**src/rtl/bcd_pkg.sv**
```systemverilog
// Shared definitions for the BCD divider: digit width, the all-nines digit,
// the divider state encoding and a BCD digit validity helper.
package bcd_pkg;

  localparam int DIGIT_W = 4;
  localparam logic [3:0] BCD_NINE = 4'h9;

  typedef enum logic [1:0] {
    IDLE  = 2'd0,
    SHIFT = 2'd1,
    SUB   = 2'd2,
    DONE  = 2'd3
  } bcd_div_state_t;

  // True when the nibble encodes a decimal digit 0..9.
  function automatic logic is_bcd_digit(input logic [3:0] d);
    return (d <= 4'd9);
  endfunction

endpackage

```
**src/rtl/bcd_div_chk.sv**
```systemverilog
// Checker for the BCD divider: a quotient digit counter must never reach ten.
module bcd_div_chk (
  input logic       i_clk,
  input logic       i_rst_n,
  input logic [3:0] i_cnt
);

  a_cnt_le_nine: assert property (@(posedge i_clk) disable iff (!i_rst_n) i_cnt <= 4'd9)
    else $error("bcd_div: quotient digit counter reached %0d", i_cnt);

endmodule

```
**src/rtl/bcd_sub_n.sv**
```systemverilog
// Combinational N-digit ripple BCD subtractor: o_d = i_a - i_b - i_bin,
// with the borrow out of the most significant digit on o_bout.
module bcd_sub_n
  import bcd_pkg::*;
#(
  parameter int N = 5
) (
  input  logic [DIGIT_W*N-1:0] i_a,
  input  logic [DIGIT_W*N-1:0] i_b,
  input  logic                 i_bin,
  output logic [DIGIT_W*N-1:0] o_d,
  output logic                 o_bout
);

  logic [N:0] w_borrow;

  assign w_borrow[0] = i_bin;

  for (genvar k = 0; k < N; k++) begin : g_dig
    logic [4:0] w_diff;
    // A negative 5-bit difference means this digit borrows; adding ten
    // (mod 16) brings the result back into the 0..9 range.
    assign w_diff = {1'b0, i_a[k*DIGIT_W +: DIGIT_W]}
                  - {1'b0, i_b[k*DIGIT_W +: DIGIT_W]}
                  - {4'b0000, w_borrow[k]};
    assign w_borrow[k+1] = w_diff[4];
    assign o_d[k*DIGIT_W +: DIGIT_W] = w_diff[4] ? (w_diff[3:0] + 4'd10) : w_diff[3:0];
  end

  assign o_bout = w_borrow[N];

endmodule

```
**src/rtl/bcd_div.sv**
```systemverilog
// Sequential packed-BCD divider (digit-serial restoring division).
// Optional feature macro: BCD_DIV_DIGIT_CHK_EN enables the invalid-digit check
// at load (err_o); without it err_o stays 0.
module bcd_div
  import bcd_pkg::*;
#(
  parameter int DIGITS = 4
) (
  input  logic                      clk_i,
  input  logic                      rst_ni,
  input  logic                      ld_i,
  input  logic [DIGIT_W*DIGITS-1:0] a_i,
  input  logic [DIGIT_W*DIGITS-1:0] b_i,
  output logic [DIGIT_W*DIGITS-1:0] q_o,
  output logic [DIGIT_W*DIGITS-1:0] r_o,
  output logic                      done_o,
  output logic                      busy_o,
  output logic                      dbz_o,
  output logic                      err_o
);

  localparam int W   = DIGIT_W * DIGITS;
  localparam int RW  = W + DIGIT_W;
  localparam int DCW = $clog2(DIGITS + 1);

  bcd_div_state_t r_state, w_state_nxt;

  logic [W-1:0]   r_a, r_b, r_q, r_q_o, r_r_o;
  logic [RW-1:0]  r_r;
  logic [3:0]     r_cnt;
  logic [DCW-1:0] r_dcnt;
  logic           r_fast, r_done, r_busy, r_dbz, r_err;

  logic [RW-1:0]  w_d;
  logic           w_bout, w_b_zero, w_bad, w_last;
  logic [W-1:0]   w_q_shift;

  assign w_b_zero  = (b_i == {W{1'b0}});
  assign w_last    = (r_dcnt == DCW'(DIGITS - 1));
  assign w_q_shift = {r_q[W-DIGIT_W-1:0], r_cnt};

`ifdef BCD_DIV_DIGIT_CHK_EN
  // Flag any non-decimal nibble in either operand at load time.
  always_comb begin
    w_bad = 1'b0;
    for (int k = 0; k < DIGITS; k++) begin
      if (!is_bcd_digit(a_i[k*DIGIT_W +: DIGIT_W]) || !is_bcd_digit(b_i[k*DIGIT_W +: DIGIT_W])) begin
        w_bad = 1'b1;
      end else begin
        w_bad = w_bad;
      end
    end
  end
`else
  assign w_bad = 1'b0;
`endif

  // Trial subtraction of the divisor from the partial remainder.
  bcd_sub_n #(.N(DIGITS + 1)) u_sub (
    .i_a   (r_r),
    .i_b   ({{DIGIT_W{1'b0}}, r_b}),
    .i_bin (1'b0),
    .o_d   (w_d),
    .o_bout(w_bout)
  );

  bcd_div_chk u_chk (
    .i_clk  (clk_i),
    .i_rst_n(rst_ni),
    .i_cnt  (r_cnt)
  );

  // State register.
  always_ff @(posedge clk_i or negedge rst_ni) begin
    if (!rst_ni) begin
      r_state <= IDLE;
    end else begin
      r_state <= w_state_nxt;
    end
  end

  // Next-state logic; divide-by-zero and bad digits skip straight to DONE.
  always_comb begin
    w_state_nxt = r_state;
    case (r_state)
      IDLE: begin
        if (ld_i) begin
          if (w_bad || w_b_zero) begin
            w_state_nxt = DONE;
          end else begin
            w_state_nxt = SHIFT;
          end
        end else begin
          w_state_nxt = IDLE;
        end
      end
      SHIFT: w_state_nxt = SUB;
      SUB: begin
        if (w_bout && w_last) begin
          w_state_nxt = DONE;
        end else if (w_bout) begin
          w_state_nxt = SHIFT;
        end else begin
          w_state_nxt = SUB;
        end
      end
      DONE: begin
        // Early-exit cases spend one extra cycle here so their strobe lands
        // after the second edge.
        if (r_fast) begin
          w_state_nxt = DONE;
        end else begin
          w_state_nxt = IDLE;
        end
      end
      default: w_state_nxt = IDLE;
    endcase
  end

  // Datapath registers and registered outputs.
  always_ff @(posedge clk_i or negedge rst_ni) begin
    if (!rst_ni) begin
      r_a    <= {W{1'b0}};
      r_b    <= {W{1'b0}};
      r_r    <= {RW{1'b0}};
      r_q    <= {W{1'b0}};
      r_cnt  <= 4'd0;
      r_dcnt <= {DCW{1'b0}};
      r_fast <= 1'b0;
      r_q_o  <= {W{1'b0}};
      r_r_o  <= {W{1'b0}};
      r_done <= 1'b0;
      r_busy <= 1'b0;
      r_dbz  <= 1'b0;
      r_err  <= 1'b0;
    end else begin
      r_done <= 1'b0;
      r_busy <= (w_state_nxt != IDLE);
      case (r_state)
        IDLE: begin
          if (ld_i) begin
            r_a    <= a_i;
            r_b    <= b_i;
            r_r    <= {RW{1'b0}};
            r_q    <= {W{1'b0}};
            r_cnt  <= 4'd0;
            r_dcnt <= {DCW{1'b0}};
            r_dbz  <= 1'b0;
            r_err  <= 1'b0;
            if (w_bad) begin
              r_err  <= 1'b1;
              r_q_o  <= {W{1'b0}};
              r_r_o  <= {W{1'b0}};
              r_fast <= 1'b1;
            end else if (w_b_zero) begin
              r_dbz  <= 1'b1;
              r_q_o  <= {DIGITS{BCD_NINE}};
              r_r_o  <= a_i;
              r_fast <= 1'b1;
            end else begin
              r_fast <= 1'b0;
            end
          end
        end
        SHIFT: begin
          r_r <= {r_r[W-1:0], r_a[W-1 -: DIGIT_W]};
          r_a <= {r_a[W-DIGIT_W-1:0], {DIGIT_W{1'b0}}};
        end
        SUB: begin
          if (!w_bout) begin
            r_r   <= w_d;
            r_cnt <= r_cnt + 4'd1;
          end else begin
            r_q    <= w_q_shift;
            r_cnt  <= 4'd0;
            r_dcnt <= r_dcnt + DCW'(1);
            if (w_last) begin
              r_q_o  <= w_q_shift;
              r_r_o  <= r_r[W-1:0];
              r_done <= 1'b1;
            end
          end
        end
        DONE: begin
          if (r_fast) begin
            r_fast <= 1'b0;
            r_done <= 1'b1;
          end
        end
        default: r_fast <= 1'b0;
      endcase
    end
  end

  assign q_o    = r_q_o;
  assign r_o    = r_r_o;
  assign done_o = r_done;
  assign busy_o = r_busy;
  assign dbz_o  = r_dbz;
  assign err_o  = r_err;

endmodule

```
**config.mk**
```make
export PLATFORM = sky130hd
export DESIGN_NAME = bcd_div
export DESIGN_NICKNAME = d
export VERILOG_FILES = /design/src/rtl/bcd_pkg.sv /design/src/rtl/bcd_div_chk.sv /design/src/rtl/bcd_sub_n.sv /design/src/rtl/bcd_div.sv
export SDC_FILE = /design/constraint.sdc
export NUM_CORES = 1
export LEC_CHECK = 0
export BUFFER_PORTS_ARGS = -buffer_cell sky130_fd_sc_hd__buf_4
export CORE_MARGIN = 4
export CORE_UTILIZATION = 35
export CTS_BUF_LIST = sky130_fd_sc_hd__clkbuf_8
export DETAILED_ROUTE_END_ITERATION = 8
export PLACE_DENSITY = 0.61
export RECOVER_POWER = 25
export SLEW_MARGIN = 20
export SYNTH_ARGS = -nofsm -noshare
export SYNTH_HDL_FRONTEND = slang
export SYNTH_HIERARCHICAL = 1
export SYNTH_SLANG_ARGS = --single-unit
```
**constraint.sdc**
```tcl
create_clock -name clk_i -period 10.4 [get_ports clk_i]
set_input_delay 1.04 -clock clk_i [delete_from_list [all_inputs] [get_ports clk_i]]
set_output_delay 1.04 -clock clk_i [all_outputs]
set_load 0.05 [all_outputs]
```
==> impl_results.md <==
* Maxcap violations at 1
* Clk_lat worst skew at just under 0.4 ns
* CTS Root Cell: clkbuf_8
* Final Cell Area at slightly above 7000 sq um
* Worst Hold Margin at around 0.5 ns
* Max Clock Skew at 0.0148 ns
* Gr ovfl total at 0
* Tot GR Track Use at about 15%
* Dpl hpwl at about 11 mm
* Site Rows at 49
* Vias in the first global route at about 4600
* Crit path launch type: flop
* Clk slew on worst S/H paths at around 0.12 ns
* Layout cells sized above 1 at between 10 and 15%
* Slowest-stage cell, CP: fa_1
* Antenna violations before repair at 0
* Largest net degree at the start of global routing at 74
* Synth Flop Type: dfrtp_1
* CP arrival at between 10 and 15 ns
* Post-Synthesis Cells at 669
* Hold WC Path Type: reg -> reg
* Sequential area share after synthesis at 42.9%
* Finished Core Util at between 40% and 50%
* I/O pins at slightly above 70
* RSZ-0062 raised after global routing: false
* Fin crit share at 93.8%
* Setup violators final at 0
* Netlist cell types at 46
* Syn-to-layout area delta at 13.8%
* EDFF count, synth at 0
* Min Tclk post-route at between 9 and 10 ns
* Top cells by area, synth: dfrtp_1 43%, ha_1 8.7%, nand2_1 7.5%
* DRT antenna net count at 0
* Number of DRC markers in iteration 0 at around 410
* DP Area at just over 7000 sq um
* Via count at 4786
* Drt first pass iters at 5
* Synth top area share at between 40% and 50%
* YS warnings at 6
* Maximum clock frequency at 103 MHz
* First-pass GRT wire length at approximately 25 mm
* WS Path Type: reg -> reg
* Final nets at ~820
* Clk sinks at around 110
* Maximum clock path buffer count at 2
* Failing checks: max-capacitance violations, max-slew violations
* Worst-Margin Slew at between 2 and 2.5 ns
* Worst-path maximum fanout at 20
* Normalized max-slew margin at -44.1%
* Leading area contributor after synthesis: dfrtp_1
* Final hold violation count at 0
* DR vias/cell at 4.99
* Synthesized area per cell at between 9 and 10 sq um
* Post-Synthesis Cell Area at between 6000 and 7000 sq um
* # port buffers at 69
* Flops & latches, synth at between 100 and 150
* Run status: complete, but fails checks
* DRC Markers at 0
* Crit end category: flop
* Total Neg Setup Slack at 0 ns
* DRT Wirelength at 15.1 mm
* Die W at 143 microns
* Crit path required time at approximately 11 ns
* Initial core utilization at between 30% and 40%
* Most frequent cells in the layout: 127 x nand2_1, 109 x dfrtp_1, 67 x o21ai_0, 66 x buf_4, 51 x inv_1
* Slowest cell delay on critical path at between 0.5 and 0.6 ns
* # diodes at 0
* GP Congestion at ~0.77
* Die area at 20400 sq um
* Hold buffers post-CTS at 0
* Post-CTS Setup Repair Bufs at 0
* CTS tree: yes
* # resized after CTS at 0
* Core Region at roughly 18000 sq um
* Commonest non-fill, non-tap cell in the layout: nand2_1
* Async S/R FF share, synth at 100%
* Wirelength per Cell at about 16 microns
* H-tree levels at 3
* Cts bufs inserted at 9
* Critical Path Most Common Cell: fa_1
* Die height at 143 microns
* Slew Limit Fails at 38
-- synth_stat cells, drive strengths merged, types with 6 or more instances --
cell type  number
nand3          22
nor2b          13
clkbuf         20
ha             44
nand2b          7
xnor2          17
nand3b          6
nand2         127
mux2i          30
mux2            6
fa             10
a22o           28
buf            17
o21ai          97
xor2            8
a21oi           8
inv            51
dfrtp         109
and2            7
-- sequential cells by signal (all words and copies together) (netlist names) --
name / cells
r_r: 20
q_o: 16
r_a: 16
r_b: 16
r_o: 16
r_q: 12
r_cnt: 4
r_dcnt: 3
r_state: 2
busy_o: 1
dbz_o: 1
done_o: 1
r_fast: 1
-- per-stage QoR --
step / setup slack [ns] / instances
floorplan: 1.24 / 674
global placement: 0.846 / 944
detailed placement: 0.711 / 944
CTS: 0.656 / 960
global route: 0.0290 / 960
finish: 0.646 / 960
-- cell families (layout without fill, tap and decap cells) --
family	after synthesis	in the layout	synth area share (%)
muxes	36	36	6.02
AOI/OAI and AO/OA	157	157	15.2
DFF	109	109	42.9
buffers and inverters	88	145	5.86
other	1	6	0.0590
adders and majority gates	54	54	11.8
xor gates and xnor gates	25	25	3.44
and+or+nand+nor	199	199	14.7
-- worst max-delay path, delay by kind of cell (launching register included) --
family	cells	cell delay [ns]
adder cells (fa/ha/maj)	13	4.41
AND/OR/NAND/NOR	13	2.46
AO/OA/AOI/OAI	5	1.36
buffers and inverters	7	0.55
flip-flops	1	0.44
multiplexers	1	0.42
-- final timing paths --
kind	startpoint	endpoint	slack, ns	cells after the start
max	r_r[0]$_DFFE_PN0P_	r_dcnt[0]$_DFFE_PN0P_	0.65	39
min	r_b[5]$_DFFE_PN0P_	r_b[5]$_DFFE_PN0P_	0.49	2
max reg2reg	r_r[0]$_DFFE_PN0P_	r_dcnt[0]$_DFFE_PN0P_	0.65	39
min reg2reg	r_b[5]$_DFFE_PN0P_	r_b[5]$_DFFE_PN0P_	0.49	2
max in group asynchronous	rst_ni	r_o[9]$_DFFE_PN0P_	7.26	2
min in group asynchronous	rst_ni	r_o[3]$_DFFE_PN0P_	1.26	1
-- final cells by class --
| cell class | count | area, sq um |
|---|---|---|
| inverter | 51 | 191 |
| clock buffer | 9 | 124 |
| clock inverter | 7 | 73.8 |
| multi-input combinational | 477 | 3290 |
| sequential | 109 | 2730 |
| fill | 1836 | 10700 |
| timing repair buffer | 78 | 541 |
| tap | 229 | 287 |
-- per-layer routing --
layer  wire [microns]  part of all wire (%)  up-vias  global-route usage (%)
met4              330                   2.2        0                    5.50
met1             7540                    50     2290                    22.6
met2             6610                    44      100                    23.3
li1                 -                     -     2376                       -
met3              575                   3.8       20                    2.21
met5                0                     0        -                       0
Power is left out: the tool's default activity adds up to more than one toggle a clock period on the data nets, which glitch-free logic cannot reach.
